[config.mk]
export PLATFORM = sky130hd
export DESIGN_NAME = loadstore_unit_flat
export DESIGN_NICKNAME = d
export VERILOG_FILES = /design/src/rtl/loadstore_unit_if.sv /design/src/rtl/loadstore_unit.sv /design/src/flat_wrapper.sv
export SDC_FILE = /design/constraint.sdc
export NUM_CORES = 1
export LEC_CHECK = 0
export BUFFER_PORTS_ARGS = -buffer_cell sky130_fd_sc_hd__buf_2
export CAP_MARGIN = 30
export CORE_MARGIN = 5
export CORE_UTILIZATION = 40
export CTS_CLUSTER_DIAMETER = 80
export DETAILED_ROUTE_END_ITERATION = 7
export PLACE_DENSITY = 0.72
export SETUP_SLACK_MARGIN = 0.05
export SLEW_MARGIN = 20
export SYNTH_ARGS = -nofsm -noshare
export SYNTH_HDL_FRONTEND = slang
export SYNTH_SLANG_ARGS = --single-unit
[constraint.sdc]
create_clock -name wb_clk_i -period 4.7 [get_ports wb_clk_i]
set_input_delay 1.41 -clock wb_clk_i [delete_from_list [all_inputs] [get_ports wb_clk_i]]
set_output_delay 1.41 -clock wb_clk_i [all_outputs]
set_load 0.05 [all_outputs]
[src/rtl/loadstore_unit_if.sv]
// Load/store request, Wishbone master and writeback signals for loadstore_unit.
// master = the load/store unit side, slave = execution stage plus bus slave side.
interface loadstore_unit_if;
  logic        is_load;
  logic        is_store;
  logic [31:0] loadstore_address;
  logic [1:0]  loadstore_size;
  logic        sign_extend;
  logic [5:0]  loadstore_dest;
  logic [31:0] store_data;
  logic        wbm_cyc_o;
  logic        wbm_stb_o;
  logic        wbm_we_o;
  logic [31:0] wbm_adr_o;
  logic [3:0]  wbm_sel_o;
  logic [31:0] wbm_dat_o;
  logic [31:0] wbm_dat_i;
  logic        wbm_ack_i;
  logic        ld_we;
  logic [5:0]  ld_idx;
  logic [31:0] ld_val;
  logic        busy;
  logic        misaligned;
  logic        bus_err;

  modport master (
    input  is_load, is_store, loadstore_address, loadstore_size, sign_extend,
           loadstore_dest, store_data, wbm_dat_i, wbm_ack_i,
    output wbm_cyc_o, wbm_stb_o, wbm_we_o, wbm_adr_o, wbm_sel_o, wbm_dat_o,
           ld_we, ld_idx, ld_val, busy, misaligned, bus_err
  );

  modport slave (
    output is_load, is_store, loadstore_address, loadstore_size, sign_extend,
           loadstore_dest, store_data, wbm_dat_i, wbm_ack_i,
    input  wbm_cyc_o, wbm_stb_o, wbm_we_o, wbm_adr_o, wbm_sel_o, wbm_dat_o,
           ld_we, ld_idx, ld_val, busy, misaligned, bus_err
  );
endinterface

[src/rtl/loadstore_unit.sv]
// Single-outstanding load/store unit: IDLE -> BUS -> DONE, min 3 cycles per access.
// Stalls the pipeline via combinational busy while a bus cycle is pending; aborts after TIMEOUT cycles.
module loadstore_unit #(
  parameter int TIMEOUT = 255
) (
  input  logic              wb_clk_i,
  input  logic              rst,
  loadstore_unit_if.master  bus
);
  typedef enum logic [1:0] {S_IDLE, S_BUS, S_DONE} state_t;

  localparam int            CW   = (TIMEOUT < 2) ? 1 : $clog2(TIMEOUT + 1);
  localparam logic [CW-1:0] LAST = CW'(TIMEOUT - 1);

  state_t        r_state, w_next;
  logic [31:0]   r_adr, r_wdat, r_ld_val;
  logic [3:0]    r_sel;
  logic          r_we, r_sext, r_ld_we, r_bus_err, r_mis;
  logic [1:0]    r_size, r_lane;
  logic [5:0]    r_dest, r_ld_idx;
  logic [CW-1:0] r_cnt;

  logic          w_req, w_mis, w_start, w_ack, w_tmo, w_cyc, w_busy;
  logic [3:0]    w_sel;
  logic [31:0]   w_wdat, w_ldata;
  logic [7:0]    w_byte;
  logic [15:0]   w_half;

  assign w_req   = bus.is_load | bus.is_store;
  assign w_start = (r_state == S_IDLE) & w_req & ~w_mis;
  assign w_ack   = (r_state == S_BUS) & bus.wbm_ack_i;
  // The final BUS cycle is the one whose increment would reach TIMEOUT; ack there still wins.
  assign w_tmo   = (r_state == S_BUS) & ~bus.wbm_ack_i & (r_cnt == LAST);

  always_comb begin
    w_mis  = 1'b0;
    w_sel  = 4'b1111;
    w_wdat = bus.store_data;
    case (bus.loadstore_size)
      2'd0: begin
        w_sel  = 4'b0001 << bus.loadstore_address[1:0];
        w_wdat = {4{bus.store_data[7:0]}};
      end
      2'd1: begin
        w_mis  = bus.loadstore_address[0];
        w_sel  = bus.loadstore_address[1] ? 4'b1100 : 4'b0011;
        w_wdat = {2{bus.store_data[15:0]}};
      end
      default: w_mis = (bus.loadstore_address[1:0] != 2'b00);
    endcase
  end

  always_comb begin
    w_byte  = bus.wbm_dat_i[{r_lane, 3'b000} +: 8];
    w_half  = r_lane[1] ? bus.wbm_dat_i[31:16] : bus.wbm_dat_i[15:0];
    w_ldata = bus.wbm_dat_i;
    case (r_size)
      2'd0:    w_ldata = {{24{r_sext & w_byte[7]}}, w_byte};
      2'd1:    w_ldata = {{16{r_sext & w_half[15]}}, w_half};
      default: w_ldata = bus.wbm_dat_i;
    endcase
  end

  always_ff @(posedge wb_clk_i or posedge rst) begin
    if (rst) r_state <= S_IDLE;
    else     r_state <= w_next;
  end

  always_comb begin
    w_next = r_state;
    case (r_state)
      S_IDLE:  if (w_req) w_next = w_mis ? S_DONE : S_BUS;
      S_BUS:   if (w_ack | w_tmo) w_next = S_DONE;
      default: w_next = S_IDLE;
    endcase
  end

  always_comb begin
    w_cyc  = (r_state == S_BUS);
    w_busy = w_start | (r_state == S_BUS);
  end

  always_ff @(posedge wb_clk_i or posedge rst) begin
    if (rst) begin
      r_adr     <= '0;
      r_sel     <= '0;
      r_wdat    <= '0;
      r_we      <= 1'b0;
      r_size    <= '0;
      r_lane    <= '0;
      r_sext    <= 1'b0;
      r_dest    <= '0;
      r_cnt     <= '0;
      r_ld_we   <= 1'b0;
      r_ld_val  <= '0;
      r_ld_idx  <= '0;
      r_bus_err <= 1'b0;
      r_mis     <= 1'b0;
    end else begin
      r_ld_we   <= w_ack & ~r_we;
      r_bus_err <= w_tmo;
      r_mis     <= (r_state == S_IDLE) & w_req & w_mis;
      if (w_start) begin
        r_adr  <= {bus.loadstore_address[31:2], 2'b00};
        r_sel  <= w_sel;
        r_wdat <= w_wdat;
        r_we   <= bus.is_store;
        r_size <= bus.loadstore_size;
        r_lane <= bus.loadstore_address[1:0];
        r_sext <= bus.sign_extend;
        r_dest <= bus.loadstore_dest;
        r_cnt  <= '0;
      end else if ((r_state == S_BUS) & ~bus.wbm_ack_i) begin
        r_cnt <= r_cnt + 1'b1;
      end
      if (w_ack & ~r_we) begin
        r_ld_val <= w_ldata;
        r_ld_idx <= r_dest;
      end
    end
  end

  assign bus.wbm_cyc_o  = w_cyc;
  assign bus.wbm_stb_o  = w_cyc;
  assign bus.wbm_we_o   = r_we;
  assign bus.wbm_adr_o  = r_adr;
  assign bus.wbm_sel_o  = r_sel;
  assign bus.wbm_dat_o  = r_wdat;
  assign bus.ld_we      = r_ld_we;
  assign bus.ld_idx     = r_ld_idx;
  assign bus.ld_val     = r_ld_val;
  assign bus.busy       = w_busy;
  assign bus.misaligned = r_mis;
  assign bus.bus_err    = r_bus_err;
endmodule

[src/flat_wrapper.sv]
// flat-port wrapper written by rule: the top's interface ports become plain ports
module loadstore_unit_flat 
#(
  parameter int TIMEOUT = 255
)
  (wb_clk_i, rst, bus_is_load, bus_is_store, bus_loadstore_address, bus_loadstore_size, bus_sign_extend, bus_loadstore_dest, bus_store_data, bus_wbm_dat_i, bus_wbm_ack_i, bus_wbm_cyc_o, bus_wbm_stb_o, bus_wbm_we_o, bus_wbm_adr_o, bus_wbm_sel_o, bus_wbm_dat_o, bus_ld_we, bus_ld_idx, bus_ld_val, bus_busy, bus_misaligned, bus_bus_err);
  loadstore_unit_if bus_i ();
  input  logic wb_clk_i;
  input  logic rst;
  input wire logic [$bits(bus_i.is_load)-1:0] bus_is_load;
  input wire logic [$bits(bus_i.is_store)-1:0] bus_is_store;
  input wire logic [$bits(bus_i.loadstore_address)-1:0] bus_loadstore_address;
  input wire logic [$bits(bus_i.loadstore_size)-1:0] bus_loadstore_size;
  input wire logic [$bits(bus_i.sign_extend)-1:0] bus_sign_extend;
  input wire logic [$bits(bus_i.loadstore_dest)-1:0] bus_loadstore_dest;
  input wire logic [$bits(bus_i.store_data)-1:0] bus_store_data;
  input wire logic [$bits(bus_i.wbm_dat_i)-1:0] bus_wbm_dat_i;
  input wire logic [$bits(bus_i.wbm_ack_i)-1:0] bus_wbm_ack_i;
  output wire logic [$bits(bus_i.wbm_cyc_o)-1:0] bus_wbm_cyc_o;
  output wire logic [$bits(bus_i.wbm_stb_o)-1:0] bus_wbm_stb_o;
  output wire logic [$bits(bus_i.wbm_we_o)-1:0] bus_wbm_we_o;
  output wire logic [$bits(bus_i.wbm_adr_o)-1:0] bus_wbm_adr_o;
  output wire logic [$bits(bus_i.wbm_sel_o)-1:0] bus_wbm_sel_o;
  output wire logic [$bits(bus_i.wbm_dat_o)-1:0] bus_wbm_dat_o;
  output wire logic [$bits(bus_i.ld_we)-1:0] bus_ld_we;
  output wire logic [$bits(bus_i.ld_idx)-1:0] bus_ld_idx;
  output wire logic [$bits(bus_i.ld_val)-1:0] bus_ld_val;
  output wire logic [$bits(bus_i.busy)-1:0] bus_busy;
  output wire logic [$bits(bus_i.misaligned)-1:0] bus_misaligned;
  output wire logic [$bits(bus_i.bus_err)-1:0] bus_bus_err;
  assign bus_i.is_load = bus_is_load;
  assign bus_i.is_store = bus_is_store;
  assign bus_i.loadstore_address = bus_loadstore_address;
  assign bus_i.loadstore_size = bus_loadstore_size;
  assign bus_i.sign_extend = bus_sign_extend;
  assign bus_i.loadstore_dest = bus_loadstore_dest;
  assign bus_i.store_data = bus_store_data;
  assign bus_i.wbm_dat_i = bus_wbm_dat_i;
  assign bus_i.wbm_ack_i = bus_wbm_ack_i;
  assign bus_wbm_cyc_o = bus_i.wbm_cyc_o;
  assign bus_wbm_stb_o = bus_i.wbm_stb_o;
  assign bus_wbm_we_o = bus_i.wbm_we_o;
  assign bus_wbm_adr_o = bus_i.wbm_adr_o;
  assign bus_wbm_sel_o = bus_i.wbm_sel_o;
  assign bus_wbm_dat_o = bus_i.wbm_dat_o;
  assign bus_ld_we = bus_i.ld_we;
  assign bus_ld_idx = bus_i.ld_idx;
  assign bus_ld_val = bus_i.ld_val;
  assign bus_busy = bus_i.busy;
  assign bus_misaligned = bus_i.misaligned;
  assign bus_bus_err = bus_i.bus_err;
  loadstore_unit #(.TIMEOUT(TIMEOUT)) u_core (.wb_clk_i(wb_clk_i), .rst(rst), .bus(bus_i));
endmodule
==> results by group <==
Outcome
  – Status: finished clean

Clocking
  – Clock Tree Buf Depth: 2
  – Hold_buf cts: 0
  – Root Driver: clkbuf_16
  – CTS tree: yes
  – Post-CTS setup buffers: 0
  – Clock slew at reported path FFs: 50 ps
  – # resized after CTS: 0
  – Skew-Pair Late Insertion Delay: around 410 ps
  – CTS H-Tree Depth: 4
  – CTS sink cnt: between 100 and 150
  – Total CTS buffers: 17

Route
  – Via Count: about 4900
  – TritonRoute pass-1 iters: 5
  – Via-to-Cell Ratio: 5.133
  – Final ANT Viol Nets: 0
  – Final wirelength: roughly 16 mm
  – Wire length per cell: 16.89 um
  – Residual DRC: 0
  – Violation count after the first detailed-route iteration: 236

STA
  – Fin. max-slew vios: 0
  – Period utilization: 0.9244
  – Period minus WS final: between 4000 and 5000 ps
  – Slew headroom: 0.4897
  – Slew @ Worst Pin: around 760 ps
  – Maximum clock frequency: 230.2 MHz
  – Sum Neg Setup Slack: 0 ps
  – Clock Skew: between 4 and 5 ps
  – Final setup fails: 0
  – RSZ-0062 raised after global routing: false
  – Hold Vio Cnt, Final: 0

Floorplanning
  – Die H: about 130 um
  – Starting Density: 0.4048
  – Die width: roughly 130 um
  – CORE AREA: approximately 14000 sq um
  – I/O pin cnt: ~220
  – Die area: 17120 sq um
  – FP Rows: 44

Min path
  – Worst Hold Path EP: u_core.bus.ld_idx[0]
  – Min-delay src: u_core.r_dest[0]
  – Hold Crit Depth: 2
  – Worst Hold Class: flip-flop to flip-flop

Yosys
  – Register area share after synthesis: 0.5528
  – Synth unique cells: roughly 50
  – Post-synth top area cell: dfrtp_1
  – Yosys warns: 0
  – Synthesized flop and latch total: between 100 and 150
  – Syn avg cell area: 10.79 sq um
  – Count leader, synth: dfrtp_1
  – Post-synth EDFFs: 0
  – Most frequent cells after synthesis: dfrtp_1, nand2_1, o21ai_0
  – Netlist area before placement: 5839 sq um
  – Top cells by area, synth: dfrtp_1, mux2_2, mux2i_1
  – Post-synth top area share: 0.5528
  – Post-Synthesis Cells: 541
  – Main synth FF type: dfrtp_1
  – Ys async rst share: 1.000

Setup path
  – FF-to-FF setup slack: between 2000 and 2500 ps
  – Worst setup SP type: input pin
  – WP data arrival: 2930 ps
  – Crit path largest cell delay: 550 ps
  – Crit-path cells: buf_2, a21oi_2, o21a_1, nor2b_1, or2_1, buf_2
  – Cells on worst reg2reg path: 4
  – R2r startpoint: u_core.r_lane[1]
  – CP Max Fanout: 9
  – CP startpoint: bus_loadstore_size[1]
  – Nature of the critical path endpoint: output port
  – Worst Path Class, Setup: input pin to output port
  – Most used cell, CP: buf_2
  – RR Endpoint: u_core.bus.ld_val[19]
  – CP required: between 3000 and 4000 ps
  – Worst path slowest cell: nor2b_1

GRT
  – Initial antenna violation count: 1
  – Global-route wire length before repair: about 25 mm
  – Global route overflow: 0
  – Vias in the first global route: 4967
  – Gr usage total: 0.1904
  – Largest net degree at the start of global routing: 74

Layout
  – Layout Nets: 867
  – Final std cells w/o fill: 953
  – Fillcell total: about 1300
  – Share of layout cells above drive strength 1: 0.3971
  – Syn-to-layout area delta: 30.81%
  – Reg area: around 3200 sq um
  – Multi-input logic area: ~2400 sq um

Power and ir drop
  – Tot Pwr: ~6.4 mW
  – Pwr/cell area: approximately 830 nW/um^2
  – LEAKAGE: 3.802 nW
  – Maximum VDD drop: around 0.49 mV

Place
  – Cells after DPL: 920
  – HPWL after detailed placement: 11.94 mm
  – IO buf count: 220
  – Placer Congestion: 0.8896

Run
  – # Max-Cap Violations: 0
## flip-flops by register name, indices dropped and copies added, names as in the netlist
register	cells
u_core.r_size	2
u_core.bus.ld_we	1
u_core.bus.wbm_adr_o	30
u_core.bus.ld_val	32
u_core.bus.misaligned	1
u_core.r_state	2
u_core.r_lane	2
u_core.bus.ld_idx	6
u_core.r_cnt	8
u_core.r_sext	1
u_core.bus.bus_err	1
u_core.bus.wbm_we_o	1
u_core.bus.wbm_dat_o	32
u_core.bus.wbm_sel_o	4
u_core.r_dest	6
## critical path: cells and delay by family
kind                   cells  cell delay (ps)
AO/OA/AOI/OAI              2              400
buffers and inverters      2              380
AND/OR/NAND/NOR            2              730
## worst max-delay path by stage
stage	end	slack (ps)	cells past startpoint
3_3_place_gp	bus_busy	340	6
2_1_floorplan	bus_busy	680	6
4_1_cts	bus_busy	340	6
6_report	bus_busy	360	6
3_5_place_dp	bus_busy	350	6
5_1_grt	bus_busy	200	6
## metal layers
| metal | global-route usage | vias to the layer above | wire (um) |
|---|---|---|---|
| li1 | - | 2308 | - |
| met1 | 0.2340 | 2325 | 6472 |
| met2 | 0.2981 | 230 | 7639 |
| met3 | 0.07358 | 29 | 1625 |
| met4 | 0.08530 | 0 | 356 |
| met5 | 0 | - | 0 |
## placed cells by master, fill, tap and decap left out, drive strengths merged, types with 4 or more instances in the layout
cell type | synthesis | final
nor2 | 28 | 28
or3 | 7 | 7
nand3b | 8 | 8
nor2b | 4 | 4
buf | 29 | 231
o21ai | 50 | 50
clkinv | 0 | 4
nand2 | 84 | 84
clkinvlp | 0 | 5
clkbuf | 8 | 23
nand3 | 34 | 34
dfrtp | 129 | 129
nand2b | 9 | 9
mux2 | 49 | 49
a21oi | 26 | 26
nor3 | 6 | 6
mux2i | 33 | 33
## logic make-up (layout without fill, tap and decap cells)
| logic type | Yosys count | after routing | share of synthesized area |
|---|---|---|---|
| other cells | 1 | 3 | 0.0006422 |
| buf+inv | 41 | 267 | 0.03685 |
| flops | 129 | 129 | 0.5528 |
| xor+xnor | 6 | 6 | 0.009001 |
| fa+ha+maj | 2 | 2 | 0.004285 |
| mux | 82 | 82 | 0.1517 |
| compound gates | 88 | 88 | 0.08785 |
| simple gates | 192 | 192 | 0.1568 |
## where the power goes
group	switching [mW]	total [mW]	internal, mW
Sequential	0.333	1.95	1.62
Clock	0.475	1.23	0.753
Combinational	2.38	3.18	0.806
## area by class of cell
cell class / instances / share of cell area
clock buffers: 23 / 0.06126
inverters: 4 / 0.002457
flip-flops and latches: 129 / 0.4226
well taps: 184 / 0.03014
repair buffers: 231 / 0.1566
clock inverters: 9 / 0.01097
multi-input cells: 372 / 0.3156
diodes: 1 / 0.0003276
## per-stage QoR
| step | util | hold WS [ps] | area (sq um) | setup WS [ps] |
|---|---|---|---|---|
| 3_5_place_dp | 0.4912 | 453.9 | 7084 | 347.0 |
| 3_3_place_gp | 0.4912 | 444.9 | 7084 | 344.1 |
| 2_1_floorplan | - | 433.1 | 5847 | 676.3 |
| 4_1_cts | 0.5294 | 465.7 | 7636 | 343.5 |
| 5_1_grt | 0.5296 | 495.4 | 7639 | 198.5 |
| 6_report | 0.5296 | 469.0 | 7639 | 355.3 |
(Power assumes the default switching activity.)
